File: src/rtl/hazard_pkg.sv
// Shared definitions for the pipeline hazard controller: state encoding,
// sequence lengths and the ID-stage csr/return opcode codes.
package hazard_pkg;

    localparam int unsigned REG_W        = 5;
    localparam int unsigned CNT_W        = 2;
    localparam int unsigned OP_W         = 2;
    localparam int unsigned DRAIN_CYCLES = 3;
    localparam int unsigned FLUSH_CYCLES = 2;

    typedef enum logic [1:0] {
        IDLE  = 2'd0,
        DRAIN = 2'd1,
        ISSUE = 2'd2,
        FLUSH = 2'd3
    } hz_state_e;

    localparam logic [OP_W-1:0] CSR_NONE  = 2'b00;
    localparam logic [OP_W-1:0] CSR_RW    = 2'b01;
    localparam logic [OP_W-1:0] CSR_RS    = 2'b10;
    localparam logic [OP_W-1:0] RET_NONE  = 2'b00;
    localparam logic [OP_W-1:0] RET_MRET  = 2'b01;
    localparam logic [OP_W-1:0] RET_SRET  = 2'b10;

    // CSR accesses and privilege returns must see a quiet pipeline before issuing.
    function automatic logic is_serialize(input logic [OP_W-1:0] csr_op,
                                          input logic [OP_W-1:0] priv_ret);
        return (csr_op != CSR_NONE) || (priv_ret != RET_NONE);
    endfunction

endpackage

File: src/rtl/hazard_ctrl_loaduse_det.sv
// Load-use detector: flags an ID instruction that needs the result of a load
// still in EX. A store's rs2 data is forwarded from MEM, so it never stalls.
module loaduse_det
    import hazard_pkg::*;
(
    input  logic             ex_mem_read,
    input  logic [REG_W-1:0] ex_rd,
    input  logic [REG_W-1:0] id_rs1,
    input  logic [REG_W-1:0] id_rs2,
    input  logic             id_mem_write_forward,
    output logic             load_use_c
);

    logic rs1_hit;
    logic rs2_hit;

    assign rs1_hit    = (ex_rd == id_rs1);
    assign rs2_hit    = (ex_rd == id_rs2) && !id_mem_write_forward;
    assign load_use_c = ex_mem_read && (ex_rd != REG_W'(0)) && (rs1_hit || rs2_hit);

endmodule

File: src/rtl/hazard_ctrl.sv
// Pipeline hazard controller: load-use bubbles, branch flushes and the
// drain/issue/flush sequence that serializes CSR and privilege-return ops.
module hazard_ctrl
    import hazard_pkg::*;
(
    input  logic             clk,
    input  logic             rst,
    input  logic [REG_W-1:0] id_rs1,
    input  logic [REG_W-1:0] id_rs2,
    input  logic             id_mem_write_forward,
    input  logic [OP_W-1:0]  id_csr_op,
    input  logic [OP_W-1:0]  id_priv_ret,
    input  logic             ex_mem_read,
    input  logic [REG_W-1:0] ex_rd,
    input  logic             ex_br_taken,
    output logic             ctrl_stall,
    output logic             pc_hold,
    output logic             ifid_hold,
    output logic             ifid_flush,
    output logic             hz_busy
);

    hz_state_e        state;
    hz_state_e        state_d;
    logic [CNT_W-1:0] cnt;
    logic [CNT_W-1:0] cnt_d;
    logic             ret_q;
    logic             ret_d;
    logic             load_use_c;
    logic             serialize_c;

    loaduse_det u_loaduse_det (
        .ex_mem_read          (ex_mem_read),
        .ex_rd                (ex_rd),
        .id_rs1               (id_rs1),
        .id_rs2               (id_rs2),
        .id_mem_write_forward (id_mem_write_forward),
        .load_use_c           (load_use_c)
    );

    assign serialize_c = is_serialize(id_csr_op, id_priv_ret);

    always_ff @(posedge clk) begin
        if (rst) begin
            state <= IDLE;
            cnt   <= '0;
            ret_q <= 1'b0;
        end else begin
            state <= state_d;
            cnt   <= cnt_d;
            ret_q <= ret_d;
        end
    end

    // Next state and output decode; outputs react to ID/EX in the same cycle.
    always_comb begin
        state_d    = state;
        cnt_d      = cnt;
        ret_d      = ret_q;
        ctrl_stall = 1'b0;
        pc_hold    = 1'b0;
        ifid_hold  = 1'b0;
        ifid_flush = 1'b0;

        case (state)
            IDLE: begin
                if (ex_br_taken) begin
                    ctrl_stall = 1'b1;
                    ifid_flush = 1'b1;
                end else if (load_use_c) begin
                    ctrl_stall = 1'b1;
                    pc_hold    = 1'b1;
                    ifid_hold  = 1'b1;
                end else if (serialize_c) begin
                    ctrl_stall = 1'b1;
                    pc_hold    = 1'b1;
                    ifid_hold  = 1'b1;
                    cnt_d      = CNT_W'(DRAIN_CYCLES - 1);
                    ret_d      = (id_priv_ret != RET_NONE);
                    state_d    = DRAIN;
                end
            end
            DRAIN: begin
                // An older taken branch squashes the waiting instruction.
                if (ex_br_taken) begin
                    ctrl_stall = 1'b1;
                    ifid_flush = 1'b1;
                    cnt_d      = '0;
                    ret_d      = 1'b0;
                    state_d    = IDLE;
                end else begin
                    ctrl_stall = 1'b1;
                    pc_hold    = 1'b1;
                    ifid_hold  = 1'b1;
                    if (cnt == '0) begin
                        state_d = ISSUE;
                    end else begin
                        cnt_d = cnt - CNT_W'(1);
                    end
                end
            end
            ISSUE: begin
                ret_d = 1'b0;
                if (ret_q) begin
                    cnt_d   = CNT_W'(FLUSH_CYCLES - 1);
                    state_d = FLUSH;
                end else begin
                    state_d = IDLE;
                end
            end
            FLUSH: begin
                ctrl_stall = 1'b1;
                ifid_flush = 1'b1;
                if (cnt == '0) begin
                    state_d = IDLE;
                end else begin
                    cnt_d = cnt - CNT_W'(1);
                end
            end
            default: begin
                state_d = IDLE;
                cnt_d   = '0;
                ret_d   = 1'b0;
            end
        endcase

        if (rst) begin
            ctrl_stall = 1'b1;
            ifid_flush = 1'b1;
            pc_hold    = 1'b0;
            ifid_hold  = 1'b0;
        end
    end

    assign hz_busy = (state != IDLE) && !rst;

endmodule

File: config.mk
export PLATFORM = sky130hd
export DESIGN_NAME = hazard_ctrl
export DESIGN_NICKNAME = d
export VERILOG_FILES = /design/src/rtl/hazard_pkg.sv /design/src/rtl/hazard_ctrl_loaduse_det.sv /design/src/rtl/hazard_ctrl.sv
export SDC_FILE = /design/constraint.sdc
export NUM_CORES = 1
export LEC_CHECK = 0
export CAP_MARGIN = 30
export CORE_UTILIZATION = 43
export CTS_CLUSTER_DIAMETER = 200
export DETAILED_ROUTE_END_ITERATION = 7
export PLACE_DENSITY = 0.87
export SLEW_MARGIN = 20
export SYNTH_ARGS = -nofsm -noshare
export SYNTH_HDL_FRONTEND = slang
export SYNTH_SLANG_ARGS = --single-unit
File: constraint.sdc
create_clock -name clk -period 4.3 [get_ports clk]
set_input_delay 1.29 -clock clk [delete_from_list [all_inputs] [get_ports clk]]
set_output_delay 1.29 -clock clk [all_outputs]
set_load 0.01 [all_outputs]
# After elaboration in Yosys (flattened, before gate mapping)
# Cells that the tools add are included.
# totals
ram_bits	0
latchBits	0
word_cells	68
reg_bits	5
output_inout_bits	5
memories	0
in_bits	24
mem_bits_ro	0
# classes
div_mod_pow	0
add_sub_neg	1
n_shift	0
magnitude_cmp	0
eq_ne	12
reduce_logical	20
multipliers	0
n_mux	32
bitwise_logic	0
# ops
cell	n
2-to-1 mux 2 bit	13
case mux 2 bit (4 select lines)	2
2-to-1 mux 1 bit	13
inequality test 2 bit (second input constant)	6
== test 5 bit	2
AND reduction 5 bit	2
case mux 1 bit (2 select lines)	3
nonzero test 2 bit	3
nonzero test 5 bit	1
== test 2 bit (second input constant)	2
logical AND 1 bit	4
zero test 2 bit	2
AND reduction 4 bit	1
OR reduction 2 bit	2
inequality test 3 bit (second input constant)	1
case mux 1 bit (3 select lines)	1
nonzero test 3 bit	1
== test 2 x 1 -> 1 bit (second input constant)	1
zero test 1 bit	2
logical OR 1 bit	2
subtractor 2 x 1 -> 2 bit (second input constant)	1

# Logic depth before layout (Yosys ltp)
# logic_depth
depth_word	8
mapped_depth	7
ltp_nobuf	7

# Modules after synthesis
# Synthesis repeated with hierarchy kept, for this count alone.
# hier_totals
cells_unflattened	72
area_unflattened_um2	574.3
# modules_own_cells
mod	seq_area_each_um2	n_inst	cells_each	area_per_inst_um2
hazard_ctrl	100.1	1	55	446.7
loaduse_det	0.0	1	17	127.6

# Least setup slack after synthesis
# Ideal clock, no wire load.
# synth_timing
path_kind	input port to output port
startpoint	input ex_rd[2]
endpoint	output pc_hold
n_path_buf	1
cell_stages	6
arrival_ns	2.489
slack_ns	0.521
path_cell_list	xnor2_1 -> nand4_1 -> o32ai_2 -> nand2b_2 -> a31oi_1 -> buf_4
# synth_via
elab_chain_len	8
word_cells_on_any_way	11
cone_classes	2 x eq/ne; 4 x mux; 5 x reduce/logical
# synth_rtl
item	line_no	rtl
start: declaration	hazard_ctrl.sv:14	input logic [REG_W-1:0] ex_rd,
== test 5 bit	hazard_ctrl_loaduse_det.sv:18	assign rs2_hit = (ex_rd == id_rs2) && !id_mem_write_forward;
logical AND 1 bit	hazard_ctrl_loaduse_det.sv:18	
logical OR 1 bit	hazard_ctrl_loaduse_det.sv:19	assign load_use_c = ex_mem_read && (ex_rd != REG_W'(0)) && (rs1_hit || rs2_hit);
logical AND 1 bit (*)	hazard_ctrl_loaduse_det.sv:19	
2-to-1 mux 1 bit (*) (2 in a row)	--	
case mux 1 bit (2 select lines) (*)	--	
2-to-1 mux 1 bit (*)	--	
end: declaration	hazard_ctrl.sv:17	output logic pc_hold,
# Mark *: on every way between the ends. The rest lies on a longest branch, timed or not.

# Final worst setup path
# layout_timing
startpoint	input id_rs2[3]
endpoint	output ifid_hold
# layout_via
elab_chain_len	8
# layout_rtl
item	line_no	rtl
start: declaration	hazard_ctrl.sv:9	input logic [REG_W-1:0] id_rs2,
== test 5 bit	hazard_ctrl_loaduse_det.sv:18	
logical AND 1 bit	hazard_ctrl_loaduse_det.sv:18	
logical OR 1 bit	hazard_ctrl_loaduse_det.sv:19	
logical AND 1 bit	hazard_ctrl_loaduse_det.sv:19	
2-to-1 mux 1 bit	hazard_ctrl.sv:70	end else if (load_use_c) begin
2-to-1 mux 1 bit	hazard_ctrl.sv:67	if (ex_br_taken) begin
case mux 1 bit (2 select lines)	hazard_ctrl.sv:65	case (state)
2-to-1 mux 1 bit	hazard_ctrl.sv:127	if (rst) begin
end: declaration	hazard_ctrl.sv:18	output logic ifid_hold,
# Every way passes these cells.

==> summary.md <==
| Metric | Value |
|---|---|
| Status | finished clean |
| Fraction of synthesized cell area taken by the top area cell type | 16.3% |
| Die W | 39.8 um |
| Buffer levels on the longest clock path | 2 |
| Final nets | 162 |
| CP max FO | 3 |
| Post-synth top cells | 9 x nor2_1, 9 x xnor2_1, 5 x dfxtp_1, 5 x ha_1 |
| Total GRT Usage | 26.6% |
| Final Skew | 0.00609 ns |
| Rel. slew slack | 47.0% |
| Fin. max-slew vios | 0 |
| Clock transition at path regs | 0.04 ns |
| TritonCTS clock tree | done |
| Max IR drop VDD | 0.000155 V |
| Initial Utilization | 46.6% |
| Clock Latency Late Sink | 0.26 ns |
| Drt first pass iters | 4 |
| Share of layout cells above drive strength 1 | 30.3% |
| CTS root buf | clkbuf_4 |
| Hold Crit Class | reg -> reg |
| Lkg Pwr | 0.000490 uW |
| Final hold vios | 0 |
| Critical Path AT | 2.90 ns |
| Post-synth EDFFs | 0 |
| Area taken by multi-input logic gates | 533 um2 |
| Max Cap Viol | 0 |
| Finished Core Util | 87.3% |
| Crit path launch type | input pin |
| CTS buffer count | 3 |
| Final setup viols | 0 |
| Synth Cell Area | 614 um2 |
| Die ar. | 0.00158 mm2 |
| Layout area overhead | 87.2% |
| Critical path class | in -> out |
| Vias in the first global route | 657 |
| Yosys warns | 0 |
| Die Height | 39.8 um |
| Post-synth top flop | dfxtp_1 |
| Mapped Cells | 78 |
| R2r setup slk | 2.51 ns |
| FF/Latch Area | 100 um2 |
| Synth area leaders | dfxtp_1 16%, xnor2_1 13%, ha_1 10% |
| Vias per inst | 5.43 |
| HPWL after detailed placement | 1500 um |
| CTS HTree Levels | 1 |
| Fillers | 77 |
| Number of buffers inserted by hold repair at cts | 0 |
| RSZ-0062 raised after global routing | false |
| I/O Pins | 29 |
| Routed len/inst | 14.4 um |
| Power Dens Cells | 216 mW/mm2 |
| CP Capture Type | output pin |
| FMAX | 0.239 GHz |
| Final critical-path share of the clock period | 97.5% |
| FF-to-FF path depth | 7 |
| Number of diodes | 0 |
| Antenna viol nets, final | 0 |
| Area leader, netlist | dfxtp_1 |
| Hold depth | 2 |
| Clk sink count | 5 |
| DRC violations left | 0 |
| Initial drt markers | 24 |
| Synth Net Count | 107 |
| Routed vias | 798 |
| WHS | 0.510 ns |
| Largest net degree at the start of global routing | 8 |
| Core area | 0.00132 mm2 |
| GP Congestion | 0.775 |
| First-pass GRT wire length | 2810 um |
| Fin crit period | 4.19 ns |
| Row Count | 13 |
| Register area share after synthesis | 16.3% |
| Ys async rst share | 0% |
| Req. time, crit path | 3.01 ns |
| Measured slew at the worst slew-check pin | 0.788 ns |
| Yosys reg bits | 5 |
| Initial antenna violation count | 0 |
| GRT overflow | 0 |
| Synth unique cells | 38 |
| Port bufs | 28 |
| Mean Syn Cell Area | 7.88 um2 |
| Total Wirelength | 2120 um |
## sequential cells by signal (all words and copies together), names as in the netlist
| register | flops |
|---|---|
| cnt | 2 |
| state | 2 |
| ret_q | 1 |
## cell families after synthesis
family                     synth area share, %
and+or+nand+nor                           21.8
xor gates and xnor gates                  14.3
AOI/OAI and AO/OA                         31.0
DFF                                       16.3
muxes                                     1.63
adders and majority gates                 10.2
buffers and inverters                     4.89
## metal layers
metal	GRT usage, %	vias up	part of all wire, %
li1	-	399	-
met1	32.3	364	43
met2	48.0	28	50
met3	5.68	7	4.9
met4	3.45	0	2.1
met5	0	-	0
## where the power goes
part / internal (uW) / switching, uW / total (uW)
logic: 68.9 / 61.2 / 130
registers: 52.6 / 6.08 / 58.7
clock network: 35.4 / 23.8 / 59.2
## worst paths after layout
check                   startpoint                     to
min             ret_q$_SDFFE_PP0P_     ret_q$_SDFFE_PP0P_
max                      id_rs2[3]              ifid_hold
min reg2reg     ret_q$_SDFFE_PP0P_     ret_q$_SDFFE_PP0P_
max reg2reg  state[1]$_SDFFE_PP0P_  state[0]$_SDFFE_PP0P_
## through the flow
step | TNS [ns] | cell area, um2 | power [uW] | instances | setup WS [ns]
6_report | 0 | 1150 | 248 | 147 | 0.108
5_1_grt | 0 | 1150 | 259 | 147 | 0.0251
4_1_cts | 0 | 1150 | 243 | 149 | 0.0124
3_5_place_dp | -1.24 | 992 | 174 | 131 | -0.427
3_3_place_gp | -0.971 | 992 | 171 | 131 | -0.340
2_1_floorplan | 0 | 614 | 119 | 78 | 0.521
## cells in the final DEF, fill, tap and decap left out, types with 3 or more instances in the layout
cell / instances
inv_1: 4
nor2_1: 9
dlymetal6s2s_1: 4
dfxtp_1: 5
o21ai_0: 3
nand2_1: 3
buf_2: 3
ha_1: 5
clkdlybuf4s50_1: 19
clkbuf_4: 3
xnor2_1: 9
a21oi_1: 4
buf_4: 24
nand2b_1: 3
## critical path: stages
cell and delay (ns):
clkdlybuf4s50_1 0.47, xnor2_1 0.12, nand4_1 0.21, o32ai_4 0.38
nand2b_4 0.11, a31oi_4 0.17, buf_2 0.15
## cell type report
type	instances	share of cell area [%]
Clock buffer	4	2.29
Inverter	5	1.63
Multi-Input combinational cell	66	46.4
Sequential cell	5	8.71
Tap cell	15	1.63
Timing Repair Buffer	52	39.4
## what timing repair did
item | in CTS | in global routing
gates resized for setup | 20 | 5
setup buffers | 14 | 0
endpoints found under the setup margin | 3 | 5
pin swaps | 4 | 6
(Power assumes the default switching activity.)
